==> src/rtl/spi_arb_pkg.sv <==
// Shared types and constants for the SPI master arbiter.
package spi_arb_pkg;

    typedef enum logic [1:0] {
        IDLE   = 2'd0,
        LAUNCH = 2'd1,
        XFER   = 2'd2,
        GAP    = 2'd3
    } state_t;

    localparam logic OWN_INERT = 1'b0;
    localparam logic OWN_A2D   = 1'b1;

    localparam logic [15:0] TIMEOUT_DATA = 16'hDEAD;

endpackage

==> src/rtl/spi_arb_pick.sv <==
// Priority select between the two requesters, with an anti-starvation counter
// that hands the grant to A2D after MAX_INERT_CONSEC back-to-back inertial wins.
module spi_arb_pick
    import spi_arb_pkg::*;
#(
    parameter int MAX_INERT_CONSEC = 4
) (
    input  logic clk,
    input  logic rst_n,
    input  logic inert_pend,
    input  logic a2d_pend,
    input  logic grant,
    output logic winner
);

    localparam int CW = (MAX_INERT_CONSEC > 0) ? $clog2(MAX_INERT_CONSEC + 1) : 1;
    localparam logic [CW-1:0] STARVE_MAX = CW'(MAX_INERT_CONSEC);

    logic [CW-1:0] starve_reg;

    assign winner = (a2d_pend && (!inert_pend || starve_reg == STARVE_MAX)) ? OWN_A2D : OWN_INERT;

    always_ff @(posedge clk or negedge rst_n) begin
        if (!rst_n) begin
            starve_reg <= '0;
        end else if (!a2d_pend || (grant && winner == OWN_A2D)) begin
            starve_reg <= '0;
        end else if (grant && starve_reg != STARVE_MAX) begin
            starve_reg <= starve_reg + 1'b1;
        end
    end

endmodule

==> src/rtl/spi_arb.sv <==
// Shares one SPI master between the inertial and A2D interfaces: launch, wait, return, gap.
// Optional XFER watchdog is enabled by defining SPI_ARB_TIMEOUT_EN.
module spi_arb
    import spi_arb_pkg::*;
#(
    parameter int GAP_CYC          = 4,
    parameter int MAX_INERT_CONSEC = 4,
    parameter int TIMEOUT_CYC      = 4096
) (
    input  logic        clk,
    input  logic        rst_n,
    input  logic        inert_req,
    input  logic [15:0] inert_cmd,
    output logic        inert_done,
    input  logic        a2d_req,
    input  logic [15:0] a2d_cmd,
    output logic        a2d_done,
    output logic [15:0] rd_data,
    output logic        wrt,
    output logic [15:0] cmd,
    input  logic        spi_done,
    input  logic [15:0] spi_rd_data,
    input  logic        spi_SS_n,
    output logic        INERT_SS_n,
    output logic        A2D_SS_n,
    input  logic        INERT_MISO,
    input  logic        A2D_MISO,
    output logic        spi_MISO,
    output logic        owner,
    output logic        busy,
    output logic        err
);

    localparam int GW = (GAP_CYC > 1) ? $clog2(GAP_CYC) : 1;
    localparam logic [GW-1:0] GAP_LAST = GW'((GAP_CYC > 0) ? GAP_CYC - 1 : 0);
    localparam state_t AFTER_XFER = (GAP_CYC > 0) ? GAP : IDLE;

    state_t        state_reg;
    logic          owner_reg;
    logic          wrt_reg;
    logic [15:0]   cmd_reg;
    logic [15:0]   rd_data_reg;
    logic          inert_done_reg;
    logic          a2d_done_reg;
    logic [GW-1:0] gap_cnt_reg;

    logic [1:0]    pend_reg;
    logic [15:0]   cmd_lat_reg [2];
    logic [1:0]    req_vec;
    logic [15:0]   cmd_in [2];
    logic [1:0]    set_vec;
    logic [1:0]    clr_vec;

    logic active;
    logic grant;
    logic winner;

    assign active  = (state_reg == LAUNCH) || (state_reg == XFER);
    assign grant   = (state_reg == IDLE) && (|pend_reg);
    assign req_vec = {a2d_req, inert_req};
    assign cmd_in[0] = inert_cmd;
    assign cmd_in[1] = a2d_cmd;

    // The owner of an in-flight transfer cannot queue a second request behind itself.
    generate
        for (genvar gi = 0; gi < 2; gi++) begin : g_req
            assign clr_vec[gi] = (state_reg == LAUNCH) && (owner_reg == 1'(gi));
            assign set_vec[gi] = req_vec[gi] && !pend_reg[gi] && !(active && owner_reg == 1'(gi));
        end
    endgenerate

    always_ff @(posedge clk or negedge rst_n) begin
        if (!rst_n) begin
            pend_reg <= '0;
            for (int i = 0; i < 2; i++) cmd_lat_reg[i] <= '0;
        end else begin
            for (int i = 0; i < 2; i++) begin
                if (clr_vec[i]) begin
                    pend_reg[i] <= 1'b0;
                end else if (set_vec[i]) begin
                    pend_reg[i]    <= 1'b1;
                    cmd_lat_reg[i] <= cmd_in[i];
                end
            end
        end
    end

    spi_arb_pick #(
        .MAX_INERT_CONSEC(MAX_INERT_CONSEC)
    ) u_pick (
        .clk       (clk),
        .rst_n     (rst_n),
        .inert_pend(pend_reg[0]),
        .a2d_pend  (pend_reg[1]),
        .grant     (grant),
        .winner    (winner)
    );

`ifdef SPI_ARB_TIMEOUT_EN
    localparam int TW = (TIMEOUT_CYC > 1) ? $clog2(TIMEOUT_CYC) : 1;
    localparam logic [TW-1:0] WD_LAST = TW'(TIMEOUT_CYC - 1);
    logic [TW-1:0] wd_cnt_reg;
    logic          err_reg;
`endif

    always_ff @(posedge clk or negedge rst_n) begin
        if (!rst_n) begin
            state_reg      <= IDLE;
            owner_reg      <= OWN_INERT;
            wrt_reg        <= 1'b0;
            cmd_reg        <= '0;
            rd_data_reg    <= '0;
            inert_done_reg <= 1'b0;
            a2d_done_reg   <= 1'b0;
            gap_cnt_reg    <= '0;
`ifdef SPI_ARB_TIMEOUT_EN
            wd_cnt_reg     <= '0;
            err_reg        <= 1'b0;
`endif
        end else begin
            wrt_reg        <= 1'b0;
            inert_done_reg <= 1'b0;
            a2d_done_reg   <= 1'b0;
`ifdef SPI_ARB_TIMEOUT_EN
            err_reg        <= 1'b0;
`endif
            case (state_reg)
                IDLE: begin
                    if (grant) begin
                        owner_reg <= winner;
                        cmd_reg   <= cmd_lat_reg[winner];
                        wrt_reg   <= 1'b1;
                        state_reg <= LAUNCH;
                    end
                end
                LAUNCH: begin
                    state_reg <= XFER;
`ifdef SPI_ARB_TIMEOUT_EN
                    wd_cnt_reg <= '0;
`endif
                end
                XFER: begin
                    if (spi_done) begin
                        rd_data_reg    <= spi_rd_data;
                        inert_done_reg <= (owner_reg == OWN_INERT);
                        a2d_done_reg   <= (owner_reg == OWN_A2D);
                        gap_cnt_reg    <= '0;
                        state_reg      <= AFTER_XFER;
                    end
`ifdef SPI_ARB_TIMEOUT_EN
                    else if (wd_cnt_reg == WD_LAST) begin
                        rd_data_reg    <= TIMEOUT_DATA;
                        inert_done_reg <= (owner_reg == OWN_INERT);
                        a2d_done_reg   <= (owner_reg == OWN_A2D);
                        err_reg        <= 1'b1;
                        gap_cnt_reg    <= '0;
                        state_reg      <= AFTER_XFER;
                    end else begin
                        wd_cnt_reg <= wd_cnt_reg + 1'b1;
                    end
`endif
                end
                GAP: begin
                    if (gap_cnt_reg == GAP_LAST) begin
                        state_reg <= IDLE;
                    end else begin
                        gap_cnt_reg <= gap_cnt_reg + 1'b1;
                    end
                end
                default: state_reg <= IDLE;
            endcase
        end
    end

    assign wrt        = wrt_reg;
    assign cmd        = cmd_reg;
    assign rd_data    = rd_data_reg;
    assign inert_done = inert_done_reg;
    assign a2d_done   = a2d_done_reg;
    assign owner      = owner_reg;
    assign busy       = (state_reg != IDLE);

    // Slave selects only follow the master while a frame is actually on the wire.
    assign INERT_SS_n = (active && owner_reg == OWN_INERT) ? spi_SS_n : 1'b1;
    assign A2D_SS_n   = (active && owner_reg == OWN_A2D)   ? spi_SS_n : 1'b1;
    assign spi_MISO   = owner_reg ? A2D_MISO : INERT_MISO;

`ifdef SPI_ARB_TIMEOUT_EN
    assign err = err_reg;
`else
    assign err = 1'b0;
`endif

endmodule

==> config.mk <==
export PLATFORM = sky130hd
export DESIGN_NAME = spi_arb
export DESIGN_NICKNAME = d
export VERILOG_FILES = /design/src/rtl/spi_arb_pkg.sv /design/src/rtl/spi_arb_pick.sv /design/src/rtl/spi_arb.sv
export SDC_FILE = /design/constraint.sdc
export NUM_CORES = 1
export LEC_CHECK = 0
export ABC_CLOCK_PERIOD_IN_PS = 3900
export BUFFER_PORTS_ARGS = -buffer_cell sky130_fd_sc_hd__buf_2
export CAP_MARGIN = 20
export CORE_MARGIN = 3
export CORE_UTILIZATION = 56
export CTS_CLUSTER_DIAMETER = 200
export DETAILED_ROUTE_END_ITERATION = 8
export HOLD_SLACK_MARGIN = 0.12
export PLACE_DENSITY = 0.95
export SLEW_MARGIN = 5
export SYNTH_ARGS = -nofsm -noshare
export SYNTH_HDL_FRONTEND = slang
export SYNTH_SLANG_ARGS = --single-unit
export TNS_END_PERCENT = 5
==> constraint.sdc <==
create_clock -name clk -period 3.9 [get_ports clk]
set_input_delay 0.78 -clock clk [delete_from_list [all_inputs] [get_ports clk]]
set_output_delay 0.78 -clock clk [all_outputs]
set_load 0.1 [all_outputs]
==> metrics.yaml, run 1 <==
detailed_routing:
  viasPerCell: 5.64
  wl_per_cell_um: 17.6
  vias: 2443
  drc: 0
  wl_mm: 7.62
  detail-route-antenna-nets: 0
  firstDrtPassIters: 5
  first_iter_violations: 139
setup_path:
  rr_endpoint: "cmd[0]"
  cp-end-kind: "output pin"
  rr_worst_depth: 6
  cp-start-kind: "flip-flop"
  critPathRequiredTime_ns: 3.12
  path_cells: "inv_1 -> ha_1 -> inv_1 -> buf_2"
  crit_top_cell: "inv_1"
  cp_slowest_stage_delay_ns: 0.75
  worstPathArrival_ns: 2.16
  timing.rr.start: "state_reg[0]"
  startpoint: "state_reg[0]"
  crit_type: "flip-flop to output pin"
  slowest_stage: "ha_1"
  r2r_slack_ns: 1.17
  crit_end: "busy"
  critical_path_peak_fanout: 25
min_path:
  hp-class: "flip-flop to flip-flop"
synth:
  netlist_area_um2: 3390
  synth_common_cells: "dfrtp_1, mux2_2, nand2_1"
  synth.most_common_cell: "dfrtp_1"
  async_reset_ff_share_pct: 100
  syn_inst: 267
  ys_seq_area_share_pct: 56.9
  syn_area_per_cell_um2: 12.7
  synth-seq-cells: 77
  synth_top_area_share_pct: 56.9
  synth_area_leaders: "dfrtp_1, mux2_2, nand2_1"
  synth_largest_area_cell: "dfrtp_1"
  synth_cell_types: 37
  synthFlopType: "dfrtp_1"
  yosysWarnings: 0
  synth_nets: 330
  synth_edf_count: 0
placed_design:
  numPortBuffers: 95
  placed_cell_area_um2: 3850
  place_hpwl_mm: 5.35
  place_ws_ns: 1.27
  gp_congestion: 0.780
die:
  ios: 97
  initial_core_util_pct: 59.7
  fp.dieH_um: 83.8
  rows: 27
  chipWidth_um: 83.8
  coreArea_um2: 5680
  dieArea_um2: 7020
sta:
  relSlewSlack_pct: 37.6
  timing.final.setup_violations: 0
  setup_ws_ns: 0.959
  worst_pin_slew_ns: 0.936
  rsz0062_at_grt: "no"
  fmax_ghz: 0.340
  hold_viol: 0
  period_minus_slack_ns: 2.94
  setup_tns_ns: 0
  min_period_over_period_pct: 75.4
  final-max-slew-violation-count: 0
  skew_ns: 0.00648
global_route:
  grt_pass1_vias: 2672
  grt.total_usage_pct: 23.2
  grt_max_degree: 78
  antenna_found_initial: 0
  overflow: 0
  grt_pass1_wl_mm: 12.8
final_layout:
  diodes: 0
  final_layout_size_suffix_gt1_share_pct: 48.5
  final_area_um2: 4060
  fill_cells: 389
  post-route-util_pct: 71.5
  area_growth_pct: 19.8
  layout.nets: 420
  largest_reg_flops: 32
clock_tree:
  cts.sinks: 77
  post_cts_buffers: 0
  clkTransAtPathRegs_ns: 0.08
  cts_hold_buf: 0
  cts-root-buf: "clkbuf_8"
  cts_buffers: 9
  clk_path_buf_depth: 2
  ctsResizeCount: 0
  clkLatencyLatePin_ns: 0.34
  cts_tree: "built"
  ctsHtreeMaxLevel: 3
run_status:
  outcome: "finished clean"
run:
  maxCapViolations: 0
## how the worst min path moves through the flow
stage / from / end / slack, ns / cells after the start
after floorplan: rst_n / a2d_done / 0.48 / 0
after global placement: cmd[13] / cmd[13] / 0.47 / 2
after detailed placement: cmd[12] / cmd[12] / 0.48 / 2
after CTS: cmd[12] / cmd[12] / 0.49 / 2
after global routing: rd_data[10] / rd_data[10] / 0.51 / 1
final: cmd[12] / cmd[12] / 0.50 / 2
## critical path: cells and delay by family, from the launching register on
family / cells / cell delay (ns)
adder cells (fa/ha/maj): 1 / 0.75
buffers and inverters: 3 / 0.65
flip-flops: 1 / 0.42
## final cells by class
class,count,area (um^2),area share [%]
clock buffer,10,138,3.39
clock inverter,5,75.1,1.85
inverter,7,26.3,0.647
multi-input combinational,167,1330,32.7
sequential,77,1930,47.5
tap,72,90.1,2.22
timing repair buffer,95,478,11.8
## logic make-up after synthesis
family,after synthesis,synth area share [%]
buffers and inverters,23,3.99
other,1,0.111
AND/OR/NAND/NOR,73,10.6
multiplexers,50,16.6
AO/OA/AOI/OAI,36,9.27
flip-flops,77,56.9
adder cells (fa/ha/maj),7,2.58
## through the flow
step,hold WS [ns],cells
floorplan,0.479,267
global placement,0.475,418
detailed placement,0.477,418
CTS,0.494,433
global route,0.512,433
finish,0.496,433
## per-layer routing
| layer | global-route usage, % | share of wire [%] | vias to the layer above | wire length [um] |
|---|---|---|---|---|
| li1 | - | - | 1124 | - |
| met1 | 26.9 | 38 | 1200 | 2880 |
| met2 | 38.8 | 53 | 84 | 4010 |
| met3 | 4.15 | 4.8 | 35 | 364 |
| met4 | 16.4 | 4.7 | 0 | 361 |
| met5 | 0 | 0 | - | 0 |
## placed cells by master, fill, tap and decap left out, drive strengths merged, types with 5 or more instances in the layout
cell	n
dfrtp	77
nor2	5
mux2	50
buf	95
ha	7
o21ai	6
clkbuf	10
nand4	16
o211ai	16
inv	6
nand2	38
Power of run 1 is left out: the tool's default activity adds up to more than one toggle a clock period on the data nets, which glitch-free logic cannot reach.
==> inputs of run 2 (changes only) <==
- ABC_CLOCK_PERIOD_IN_PS: 3900 -> 2800
- CORE_UTILIZATION: 56 -> 52
- PLACE_DENSITY: 0.95 -> 0.9
- clock period: 3.9 -> 2.8 ns (I/O delays scaled with it)
==> metrics.yaml, run 2 (synthesized netlist as in run 1, its figures left out) <==
run_status:
  outcome: "finished clean"
placed_design:
  place_hpwl_mm: 5.23
  place_ws_ns: 0.438
  placed_cell_area_um2: 3880
  gp_congestion: 0.793
  numPortBuffers: 95
setup_path:
  crit_type: "flip-flop to flip-flop"
  crit_family: "buffers and inverters"
  crit_buf_inv: 2
  rr_worst_depth: 6
  path_cells: "inv_1 -> ha_1 -> o21ai_2 -> clkinv_1 -> nand2_1 -> o211ai_1"
  slowest_stage: "clkinv_1"
  cp-start-kind: "flip-flop"
  cp_slowest_stage_delay_ns: 0.66
  worstPathArrival_ns: 2.59
  critical_path_peak_fanout: 18
  r2r_slack_ns: 0.41
  timing.rr.start: "state_reg[0]"
  rr_endpoint: "cmd[4]"
  cp-end-kind: "flip-flop"
  startpoint: "state_reg[0]"
  critPathRequiredTime_ns: 3.00
detailed_routing:
  viasPerCell: 5.44
  first_iter_violations: 180
  drc: 0
  vias: 2395
  firstDrtPassIters: 4
  wl_mm: 7.48
  detail-route-antenna-nets: 0
  wl_per_cell_um: 17.0
final_layout:
  area_growth_pct: 21.3
  final_area_um2: 4110
  fill_cells: 454
  layout_common_cells: "buf_2, dfrtp_1, mux2_2"
  largest_reg_flops: 32
  final_layout_size_suffix_gt1_share_pct: 48.8
  diodes: 0
  final_common_cell: "buf_2"
  layout.nets: 424
min_path:
  hp-class: "input pin to asynchronous set/reset pin"
die:
  fp.dieH_um: 86.7
  rows: 28
  initial_core_util_pct: 55.3
  ios: 97
  coreArea_um2: 6130
  chipWidth_um: 86.7
  dieArea_um2: 7520
sta:
  fmax_ghz: 0.419
  timing.final.setup_violations: 0
  setup_tns_ns: 0
  relSlewSlack_pct: 36.2
  hold_viol: 0
  worst_pin_slew_ns: 0.957
  period_minus_slack_ns: 2.39
  min_period_over_period_pct: 85.2
  final-max-slew-violation-count: 0
  rsz0062_at_grt: "no"
  hold_ws_ns: 0.373
  skew_ns: 0.00909
  setup_ws_ns: 0.415
global_route:
  grt_pass1_vias: 2546
  busiest_layer: "met2"
  grt.total_usage_pct: 21.6
  use_met2_pct: 36.9
  antenna_found_initial: 0
  grt_use_met3_pct: 3.52
  grt_pass1_wl_mm: 12.4
  met1_usage_pct: 26.7
  grt_max_degree: 78
  overflow: 0
clock_tree:
  clk_path_buf_depth: 2
  post_cts_buffers: 0
  cts.sinks: 77
  ctsHtreeMaxLevel: 3
  cts_tree: "built"
  clkTransAtPathRegs_ns: 0.07
  cts_buffers: 9
  cts-root-buf: "clkbuf_8"
  ctsResizeCount: 0
  cts_hold_buf: 0
  clkLatencyLatePin_ns: 0.34
run:
  maxCapViolations: 0
-- run 2: cell count changes in the layout (fill, tap and decap cells not counted), sizes merged --
cell	delta
bufinv	+1
buf	+4
clkinv	-1
-- run 2: area by class of cell --
cell class	instances	area [um^2]	area share, %
tap	75	93.8	2.28
multi-input combinational	167	1330	32.3
inverter	7	26.3	0.639
clock inverter	5	100	2.44
sequential	77	1930	46.9
timing repair buffer	99	508	12.4
clock buffer	10	128	3.11
-- run 2: metrics by stage --
step | std cells | util (%)
5_1_grt | 440 | 67.0
3_5_place_dp | 425 | 63.3
2_1_floorplan | 267 | -
4_1_cts | 440 | 67.0
3_3_place_gp | 425 | 63.3
6_report | 440 | 67.0
-- run 2: worst max path at each step --
| stage | to | slack, ns | depth (start not counted) |
|---|---|---|---|
| after floorplan | INERT_SS_n | 0.25 | 3 |
| after global placement | cmd[12] | 0.57 | 6 |
| after detailed placement | cmd[9] | 0.44 | 6 |
| after CTS | busy | 0.42 | 4 |
| after global routing | cmd[4] | 0.19 | 6 |
| final | cmd[4] | 0.41 | 6 |
-- run 2: metal layers --
metal	part of all wire, %	wire, um
met3	5.0	375
met4	2.2	163
met5	0	0
met2	54	4020
met1	39	2920
Power of run 2 is left out for the same reason.
==> inputs of run 3 (changes only) <==
- ABC_CLOCK_PERIOD_IN_PS: 2800 -> 2900
- CORE_UTILIZATION: 52 -> 56
- PLACE_DENSITY: 0.9 -> 0.95
- clock period: 2.8 -> 2.9 ns (I/O delays scaled with it)
==> metrics.yaml, run 3 (synthesized netlist as in run 1, its figures left out) <==
run_status:
  outcome: "finished clean"
setup_path:
  rr_worst_depth: 6
  path_cells: "inv_1 -> ha_1 -> o21ai_2 -> clkinv_1 -> nand2_1 -> o211ai_2"
  timing.rr.start: "state_reg[0]"
  worstPathArrival_ns: 2.64
  critical_path_peak_fanout: 18
  slowest_stage: "clkinv_1"
  cp_slowest_stage_delay_ns: 0.68
  crit_type: "flip-flop to flip-flop"
  cp-end-kind: "flip-flop"
  crit_buf_inv: 2
  r2r_slack_ns: 0.47
  rr_endpoint: "cmd[10]"
  critPathRequiredTime_ns: 3.11
  crit_family: "buffers and inverters"
  cp-start-kind: "flip-flop"
sta:
  period_minus_slack_ns: 2.43
  timing.final.setup_violations: 0
  worst_pin_slew_ns: 0.930
  min_period_over_period_pct: 83.7
  setup_tns_ns: 0
  final-max-slew-violation-count: 0
  skew_ns: 0.00914
  fmax_ghz: 0.412
  relSlewSlack_pct: 38.0
  hold_viol: 0
  rsz0062_at_grt: "no"
clock_tree:
  cts_hold_buf: 0
  clk_path_buf_depth: 2
  cts.sinks: 77
  clkLatencyLatePin_ns: 0.34
  ctsResizeCount: 0
  cts-root-buf: "clkbuf_8"
  cts_buffers: 9
  clkTransAtPathRegs_ns: 0.08
  cts_tree: "built"
  post_cts_buffers: 0
  ctsHtreeMaxLevel: 3
final_layout:
  final_layout_size_suffix_gt1_share_pct: 48.8
  multi_input_area_um2: 1330
  diodes: 0
  largest_reg_flops: 32
  layout.nets: 425
  final_common_cell: "buf_2"
  area_growth_pct: 20.6
  stdcell_count: 439
  layout_common_cells: "buf_2, dfrtp_1, mux2_2"
  fill_cells: 383
  regArea_um2: 1930
min_path:
  hp-class: "input pin to asynchronous set/reset pin"
placed_design:
  dp_cells: 423
  numPortBuffers: 95
  gp_congestion: 0.824
  place_hpwl_mm: 5.33
global_route:
  overflow: 0
  grt_max_degree: 78
  grt_pass1_wl_mm: 12.8
  grt_pass1_vias: 2598
  grt.total_usage_pct: 23.1
  antenna_found_initial: 0
die:
  coreArea_um2: 5680
  chipWidth_um: 83.8
  fp.dieH_um: 83.8
  dieArea_um2: 7020
  initial_core_util_pct: 59.7
  rows: 27
  ios: 97
detailed_routing:
  vias: 2420
  wl_mm: 7.57
  detail-route-antenna-nets: 0
  wl_per_cell_um: 17.3
  viasPerCell: 5.51
  first_iter_violations: 166
  drc: 0
  firstDrtPassIters: 4
run:
  maxCapViolations: 0
[run 3: cell types whose count changed in the layout (fill, tap and decap cells not counted), sizes merged]
cell	before	now
buf	99	100
bufinv	3	1
clkbuf	10	13
[run 3: layout make-up]
| class | instances | area share [%] |
|---|---|---|
| inverters | 7 | 0.643 |
| flip-flops and latches | 77 | 47.1 |
| multi-input cells | 167 | 32.4 |
| clock buffers | 13 | 3.89 |
| clock inverters | 3 | 1.07 |
| well taps | 72 | 2.20 |
| repair buffers | 100 | 12.6 |
[run 3: worst max-delay path by stage]
stage	from	to	slack, ns	cells past startpoint
after detailed placement	state_reg[0]	cmd[9]	0.52	6
after global routing	state_reg[0]	cmd[11]	0.29	6
after global placement	state_reg[0]	cmd[14]	0.71	6
after CTS	state_reg[0]	cmd[10]	0.49	6
final	state_reg[0]	cmd[10]	0.47	6
after floorplan	owner	INERT_SS_n	0.33	3
[run 3: metal layers]
metal  GRT usage, %  routed length, um  up-vias
li1               -                  -     1132
met2           41.2               4160       68
met5              0                  0        -
met4           9.65                106        0
met3           4.05                321        9
met1           27.4               2990     1211
[run 3: stage by stage]
step                hold slack (ns)  util, %  area [um^2]  setup WS [ns]
floorplan                     0.284        -         3390          0.326
global placement              0.477     68.5         3880          0.707
detailed placement            0.472     68.5         3880          0.516
CTS                           0.407     72.0         4090          0.487
global route                  0.443     72.0         4090          0.285
finish                        0.368     72.0         4090          0.474
[run 3: worst reg2reg max path: stages, from the launching register on]
cell and delay [ns]:
dfrtp_1 0.41, inv_1 0.08, ha_1 0.37, o21ai_2 0.38, clkinv_1 0.69, nand2_1 0.28
o211ai_2 0.09
Power of run 3 is left out for the same reason.
